<file path="config.mk">
export PLATFORM = sky130hd
export DESIGN_NAME = multi_channel_controller
export DESIGN_NICKNAME = d
export VERILOG_FILES = /design/src/rtl/multi_channel_controller.sv
export SDC_FILE = /design/constraint.sdc
export NUM_CORES = 1
export LEC_CHECK = 0
export ABC_AREA = 1
export CAP_MARGIN = 20
export CORE_MARGIN = 2
export CORE_UTILIZATION = 44
export DETAILED_ROUTE_END_ITERATION = 10
export PLACE_DENSITY = 0.83
export SETUP_SLACK_MARGIN = 0.2
export SLEW_MARGIN = 20
export SYNTH_ARGS = -nofsm -noshare
export SYNTH_HDL_FRONTEND = slang
export SYNTH_SLANG_ARGS = --single-unit
</file>
<file path="constraint.sdc">
create_clock -name i_clk -period 1.3 [get_ports i_clk]
set_input_delay 0.13 -clock i_clk [delete_from_list [all_inputs] [get_ports i_clk]]
set_output_delay 0.13 -clock i_clk [all_outputs]
set_load 0.02 [all_outputs]
</file>
<file path="src/rtl/multi_channel_controller.sv">
// multi_channel_controller
//
// Time-multiplexed sequencer front end. On each accepted tick it sweeps the
// channels 0..NUM_CHANNELS-1 in order. For each channel it either starts a new
// note or advances the note already playing. A new note runs through
// pattern fetch, pitch lookup, and then loads the duration counter and the
// envelope. The shared datapath entry for the channel being serviced is
// selected by o_channel.
//
// Optional feature: define MULTI_CHANNEL_CONTROLLER_MUTE_EN to add i_mute. A
// muted channel is skipped in one cycle, issues no strobes, and loses its
// active bit, so it starts again on the first note strobe after it is unmuted.
//
// Ports
//   i_clk, i_rst            clock; synchronous active-high reset
//   i_tick_stb, i_note_stb  tick starts a sweep; note is latched with the tick
//   i_mute                  per-channel mute (MUTE_EN builds only)
//   o_channel               channel being serviced (holds its value in IDLE)
//   o_busy, o_overrun       sweep in progress; pulse when a tick is dropped
//   o_pattern_enable / i_pattern_valid            pattern fetch handshake
//   o_pitch_lookup_enable / i_pitch_lookup_valid  pitch lookup handshake
//   o_duration_enable, o_duration_load, i_duration_running  duration counter
//   o_envelope_enable, o_envelope_load            envelope advance/restart
//
// state        | meaning
// IDLE         | waiting for a tick
// DISPATCH     | choose between starting a note and advancing the channel
// EN_PATTERN   | pattern fetch strobe
// WAIT_PATTERN | waiting for the pattern fetch to complete
// EN_PITCH     | pitch lookup strobe
// WAIT_PITCH   | waiting for the pitch lookup to complete
// LOAD         | load duration and restart envelope; mark channel active
// ADVANCE      | step envelope (and duration when a note strobe came with the tick)

module multi_channel_controller #(
  parameter int NUM_CHANNELS = 4,
  parameter int CH_WIDTH     = (NUM_CHANNELS > 1) ? $clog2(NUM_CHANNELS) : 1
) (
  input  logic                    i_clk,
  input  logic                    i_rst,
  input  logic                    i_tick_stb,
  input  logic                    i_note_stb,
`ifdef MULTI_CHANNEL_CONTROLLER_MUTE_EN
  input  logic [NUM_CHANNELS-1:0] i_mute,
`endif
  output logic [CH_WIDTH-1:0]     o_channel,
  output logic                    o_busy,
  output logic                    o_overrun,
  output logic                    o_pattern_enable,
  input  logic                    i_pattern_valid,
  output logic                    o_pitch_lookup_enable,
  input  logic                    i_pitch_lookup_valid,
  output logic                    o_duration_enable,
  output logic                    o_duration_load,
  input  logic                    i_duration_running,
  output logic                    o_envelope_enable,
  output logic                    o_envelope_load
);

  typedef enum logic [2:0] {
    IDLE         = 3'd0,
    DISPATCH     = 3'd1,
    EN_PATTERN   = 3'd2,
    WAIT_PATTERN = 3'd3,
    EN_PITCH     = 3'd4,
    WAIT_PITCH   = 3'd5,
    LOAD         = 3'd6,
    ADVANCE      = 3'd7
  } state_t;

  localparam logic [CH_WIDTH-1:0] LAST_CH = CH_WIDTH'(NUM_CHANNELS - 1);
  localparam logic [CH_WIDTH-1:0] CH_ONE  = CH_WIDTH'(1);

  state_t                  state_q, state_d;
  logic [CH_WIDTH-1:0]     ch_q, ch_d;
  logic                    note_q, note_d;
  logic [NUM_CHANNELS-1:0] active_q, active_d;
  logic                    muted;
  logic                    next_ch;

  always_ff @(posedge i_clk) begin
    if (i_rst) begin
      state_q  <= IDLE;
      ch_q     <= '0;
      note_q   <= 1'b0;
      active_q <= '0;
    end else begin
      state_q  <= state_d;
      ch_q     <= ch_d;
      note_q   <= note_d;
      active_q <= active_d;
    end
  end

  always_comb begin
    state_d               = state_q;
    ch_d                  = ch_q;
    note_d                = note_q;
    active_d              = active_q;
    next_ch               = 1'b0;
    o_pattern_enable      = 1'b0;
    o_pitch_lookup_enable = 1'b0;
    o_duration_enable     = 1'b0;
    o_duration_load       = 1'b0;
    o_envelope_enable     = 1'b0;
    o_envelope_load       = 1'b0;
`ifdef MULTI_CHANNEL_CONTROLLER_MUTE_EN
    muted                 = i_mute[ch_q];
`else
    muted                 = 1'b0;
`endif

    case (state_q)
      IDLE: begin
        if (i_tick_stb) begin
          note_d  = i_note_stb;
          ch_d    = '0;
          state_d = DISPATCH;
        end
      end
      DISPATCH: begin
        if (muted) begin
          active_d[ch_q] = 1'b0;
          next_ch        = 1'b1;
        end else if (note_q && (!active_q[ch_q] || !i_duration_running)) begin
          state_d = EN_PATTERN;
        end else begin
          state_d = ADVANCE;
        end
      end
      EN_PATTERN: begin
        o_pattern_enable = 1'b1;
        state_d          = WAIT_PATTERN;
      end
      WAIT_PATTERN: begin
        if (i_pattern_valid) state_d = EN_PITCH;
      end
      EN_PITCH: begin
        o_pitch_lookup_enable = 1'b1;
        state_d               = WAIT_PITCH;
      end
      WAIT_PITCH: begin
        if (i_pitch_lookup_valid) state_d = LOAD;
      end
      LOAD: begin
        o_duration_enable = 1'b1;
        o_duration_load   = 1'b1;
        o_envelope_enable = 1'b1;
        o_envelope_load   = 1'b1;
        active_d[ch_q]    = 1'b1;
        next_ch           = 1'b1;
      end
      ADVANCE: begin
        o_envelope_enable = 1'b1;
        o_duration_enable = note_q;
        next_ch           = 1'b1;
      end
      default: state_d = IDLE;
    endcase

    // Leaving a channel: the last one ends the sweep and ch stays put so
    // o_channel holds in IDLE.
    if (next_ch) begin
      if (ch_q == LAST_CH) begin
        state_d = IDLE;
      end else begin
        ch_d    = ch_q + CH_ONE;
        state_d = DISPATCH;
      end
    end
  end

  assign o_channel = ch_q;
  assign o_busy    = (state_q != IDLE);
  // A tick in the cycle the FSM is back in IDLE is accepted, not dropped.
  assign o_overrun = i_tick_stb && (state_q != IDLE) && !i_rst;

endmodule
</file>
# [Word level (Yosys, flattened, before mapping)]
# Cells that the tools add are included.
[totals] elab_cells=53 ff_bits=10 input_bits=7
[op_classes] add_sub_neg=1 reduce_logical=14 muxes=20 n_bitwise=1 eq_ne=11 n_lt_le_gt_ge=2
[ops] operator="$pmux W3 S6" count=1
[ops] operator="$mux W3" count=5
[ops] operator="$eq A3 B3 Y1 const B" count=4
[ops] operator="$ne A3 B3 Y1 const B" count=3
[ops] operator="$mux W2" count=4
[ops] operator="$mux W1" count=7
[ops] operator="$reduce_bool A7 Y1" count=1
[ops] operator="$eq A3 B2 Y1 const B" count=2
[ops] operator="$logic_and A1 B1 Y1" count=4
[ops] operator="$or A4 B4 Y4" count=1
[ops] operator="$reduce_and A4 Y1" count=1
[ops] operator="$eq A3 B1 Y1 const B" count=1
[ops] operator="$logic_not A1 Y1" count=3
[ops] operator="$logic_not A3 Y1" count=1
[ops] operator="$lt A2 B3 Y1 const B" count=1
[ops] operator="$reduce_bool A3 Y1" count=1
[ops] operator="$add A2 B1 Y2 const B" count=1
[ops] operator="$bmux W1 S2" count=1
[ops] operator="$demux W1 S2" count=1
[ops] operator="$eq A2 B2 Y1 const B" count=1
[ops] operator="$ge A2 B1 Y1 const B" count=1
[ops] operator="$pmux W1 S2" count=1
[ops] operator="$reduce_and A2 Y1" count=1
[ops] operator="$reduce_or A2 Y1" count=1
[ops] operator="$logic_or A1 B1 Y1" count=1

# [Depth between registers and ports, before layout]
# Gate-level depths: netlist (run 1).
[depth] word_depth=8 depth_mapped=9

# [Worst setup path before layout (run 1)]
# No wires, ideal clock.
[synth_timing] path_type="register to output" startpoint="reg state_q[1]" endpoint="out o_envelope_load" path_stages_with_launch=4 path_buffers=1 path_slack_ns=-0.008 arrival_time_ns=1.178 required_ns=1.170 path_cell_list="dfxtp_1 -> inv_2 -> nor3_2 -> buf_4"
[synth_between] elab_chain_cells=2
[synth_rtl] item="from (decl)" line_no="74" source="state_t state_q, state_d;"
[synth_rtl] item="from (signal assigned)" line_no="88" source="state_q <= state_d;"
[synth_rtl] item="$eq A3 B3 Y1"
[synth_rtl] item="$mux W1"
[synth_rtl] item="to (decl)" line_no="57" source="output logic o_envelope_load"
# Every way passes these cells.

# [Worst setup path after layout (run 1)]
[layout_timing] startpoint="reg state_q[1]" endpoint="reg state_q[0]"
[layout_between] elab_chain_cells=5
[layout_rtl] item="$eq A3 B3 Y1" line_no="113" source="case (state_q)"
[layout_rtl] item="$reduce_or A2 Y1 (no line)"
[layout_rtl] item="$mux W1" line_no="113"
[layout_rtl] item="$reduce_bool A7 Y1 (no line) or $ne A3 B3 Y1 (tied branches)"
[layout_rtl] item="$reduce_and A4 Y1 (no line)"
# Several ways; a longest one is shown, not always the timed one.
# A chain may end at the register's enable or synchronous reset.

==> results of run 1 <==
## placed cells by master (no fill, tap or decap), drive strengths merged
master and count:
dfxtp 10, a211oi 1, inv 16, buf 23
nor3 6, nor2 7, ha 4, nand3 5
clkbuf 5, clkdlybuf4s50 6, a21oi 11, nand2 20
o21ai 3
## power by group through the flow
stage               sequential [µW]  clock, µW  combinational (µW)
global placement                503          0                 839
detailed placement              509          0                 858
floorplan                       462          0                 550
finish                          544        203                1090
CTS                             540        213                 907
global route                    552        229                1190
## how the worst min path moves through the flow
stage | start | end | slack [ps]
floorplan | i_note_stb | note_q$_SDFFE_PP0P_ | 300
global placement | active_q[3]$_SDFFE_PP0N_ | active_q[3]$_SDFFE_PP0N_ | 440
detailed placement | active_q[3]$_SDFFE_PP0N_ | active_q[3]$_SDFFE_PP0N_ | 450
CTS | active_q[1]$_SDFFE_PP0N_ | active_q[1]$_SDFFE_PP0N_ | 460
global route | active_q[1]$_SDFFE_PP0N_ | active_q[1]$_SDFFE_PP0N_ | 480
finish | active_q[1]$_SDFFE_PP0N_ | active_q[1]$_SDFFE_PP0N_ | 460
## per-stage QoR
| stage | utilization [%] | hold slack (ps) | total power (µW) | cell area, µm² |
|---|---|---|---|---|
| final | 77.51 | 461.4 | 1839 | 983.4 |
| after global routing | 77.51 | 484.3 | 1967 | 983.4 |
| after CTS | 71.50 | 459.1 | 1660 | 907.1 |
| after detailed placement | 67.75 | 448.9 | 1367 | 859.6 |
| after global placement | 67.75 | 441.0 | 1342 | 859.6 |
| after floorplan | - | 304.8 | 1011 | 613.1 |
## per-layer routing
layer / up-vias / GRT usage (%) / wire, µm
li1: 335 / - / -
met1: 305 / 26.76 / 730
met2: 23 / 38.10 / 875
met3: 6 / 7.222 / 57
met4: 0 / 10.00 / 35
met5: - / 0 / 0
## cell type report
cell class / count / share of cell area, %
Clock buffer: 3 / 2.290
Inverter: 16 / 6.616
Multi-Input combinational cell: 57 / 39.95
Sequential cell: 10 / 21.76
Tap cell: 15 / 1.908
Timing Repair Buffer: 31 / 27.48
## logic make-up after synthesis
logic type	Yosys count
AOI/OAI and AO/OA	15
adders and majority gates	4
buffers and inverters	19
DFF	10
and+or+nand+nor	38
## flip-flops by register name, summed over array words and instances (netlist names)
| signal | cells |
|---|---|
| o_channel | 2 |
| active_q | 4 |
| state_q | 3 |
| note_q | 1 |
## critical path, stage by stage (launching register included)
cell and delay [ps]:
dfxtp_4 420, inv_4 70, buf_6 110, nand3_2 60, nor2_2 50, nor2_4 90, o21ai_4 70, nor2_1 130
nand2_1 90, a21oi_2 140
## what timing repair did
item,4_1_cts,5_1_grt
buffers inserted,0,3
gates resized for setup,58,18
setup endpoints to repair,17,20
pin swaps,3,9
==> flow_summary.toml, run 1 <==
[sta]
fin_ws_ps = 5.390
finalSetupTns_ps = 0
finalSetupViolations = 0
max_freq_mhz = 772.4
worst_pin_slew_ps = 210.9
maxSlewHeadroom_pct = 85.83
rsz0062_at_grt = "yes"
slew_viol_final = 0
hold_viol_final = 0
finalClockSkew_ps = 2.601
fin_crit_sh_pct = 99.59
fin_crit_ps = 1295

[worst_setup_path]
crit_required_ps = 1490
crit_path_end = "state_q[0]$_SDFFE_PP0P_"
cp_max_fo = 5
setup.worst_path.end_class = "flip-flop"
reg2reg_slack_ps = 5
path_class = "flip-flop to flip-flop"
startpoint = "state_q[1]$_SDFFE_PP0P_"
reg2reg_depth = 9
reg2reg_from = "state_q[1]$_SDFFE_PP0P_"
rr_endpoint = "state_q[0]$_SDFFE_PP0P_"
critical_path_arrival_ps = 1490
start_kind = "flip-flop"

[synth]
synth_top_family_by_area = "simple AND/OR/NAND/NOR gates"
syn_inst = 86
synth.most_common_cell = "nand2_1"
synth-edff-count = 0
syn_avg_cell_area_um2 = 6.853
ys_seq_area_share_pct = 33.97
synth.distinct_cells = 18
ys_ff_latch = 10
synthXorXnorAreaFrac_pct = 0
synth_compound_area_share_pct = 13.80
synthFlopType = "dfxtp_1"
synth_fp_nets = 97
synthMuxAreaShare_pct = 0
synth_adder_area_share_pct = 8.493
synth_top_area_cell = "dfxtp_1"
ys_warn_count = 0
synth-async-reset-ratio_pct = 0
synth_simple_gate_area_share_pct = 30.79
synth_area_um2 = 589.3
ys_top_cells_by_count = "nand2_1 (20), inv_1 (12), a21oi_1 (11), dfxtp_1 (10), nor2_1 (5)"
synth.top_cells.by_area = "dfxtp_1 (34%), nand2_1 (13%), a21oi_1 (9.3%), ha_1 (8.5%), inv_1 (7.6%)"
netlist.area_leader.share_pct = 33.97

[global_route]
grt_pass1_wl_um = 2394
grt_pass1_vias = 578
grt_overflow = 0
grt.total_usage_pct = 22.97
grt_max_degree = 9
grt_antenna_before_repair = 0

[place]
port_buffers = 16
place_congestion = 0.7745
dpl.cell_count = 126
dp_slack_ps = -274.3
dp_hpwl_um = 1123

[detailed_routing]
vias_per_cell = 5.068
wl_per_cell_um = 12.87
drc_errors = 0
ant_nets = 0
dr.pass1.iters = 4
num_vias = 669
routed_wl_um = 1699
dr.first_iter.drc_count = 31

[power]
clkPwrFrac_pct = 11.0
switchingPower_uw = 808.8
p_leak_uw = 0.0004299
power.share.combinational_pct = 59.4
powerDensity_nw_per_um2 = 1870
seq_power_share_pct = 29.6
vdd_drop_max_mv = 1.313
p_int_uw = 1030
p_sw_share_pct = 43.98

[finish]
fin_nets = 130
diodes = 0
multiInputGateArea_um2 = 392.9
drive_above_1_share_pct = 46.15
regArea_um2 = 214.0
fillers = 89
area_delta_synth_final_pct = 66.88
fin_cells = 132

[clocking]
hold_buffers = 0
root_buffer = "clkbuf_4"
clk_latency_ps = 260
cts_made_buffers = 3
clkSlewWorstSetupHoldPaths_ps = 60
tritoncts = "done"
cts.sinks = 10
clockBufferDepth = 2
cts_max_level = 1

[min_path]
worstHoldPathType = "flip-flop to flip-flop"
min_delay_path_depth = 2

[run_status]
status = "finished, final reports clean"

[run]
maxCapViolations = 0

[floorplanning]
die_w_um = 40.60
core_um2 = 1269
initial_core_util_pct = 46.45
std_cell_rows = 13
die_y_um = 40.60
io-pin-count = 17
die-area_um2 = 1648
No activity file was read; power rests on OpenSTA's default activity.
==> run 2, diff against run 1 <==
--- a/config.mk
+++ b/config.mk
@@ -12,7 +12,7 @@
 export DETAILED_ROUTE_END_ITERATION = 10
 export PLACE_DENSITY = 0.83
 export SETUP_SLACK_MARGIN = 0.2
-export SLEW_MARGIN = 20
+export SLEW_MARGIN = 10
 export SYNTH_ARGS = -nofsm -noshare
 export SYNTH_HDL_FRONTEND = slang
 export SYNTH_SLANG_ARGS = --single-unit
==> results of run 2 <==
No change in the layout: final DEF, timing and power equal those of run 1.
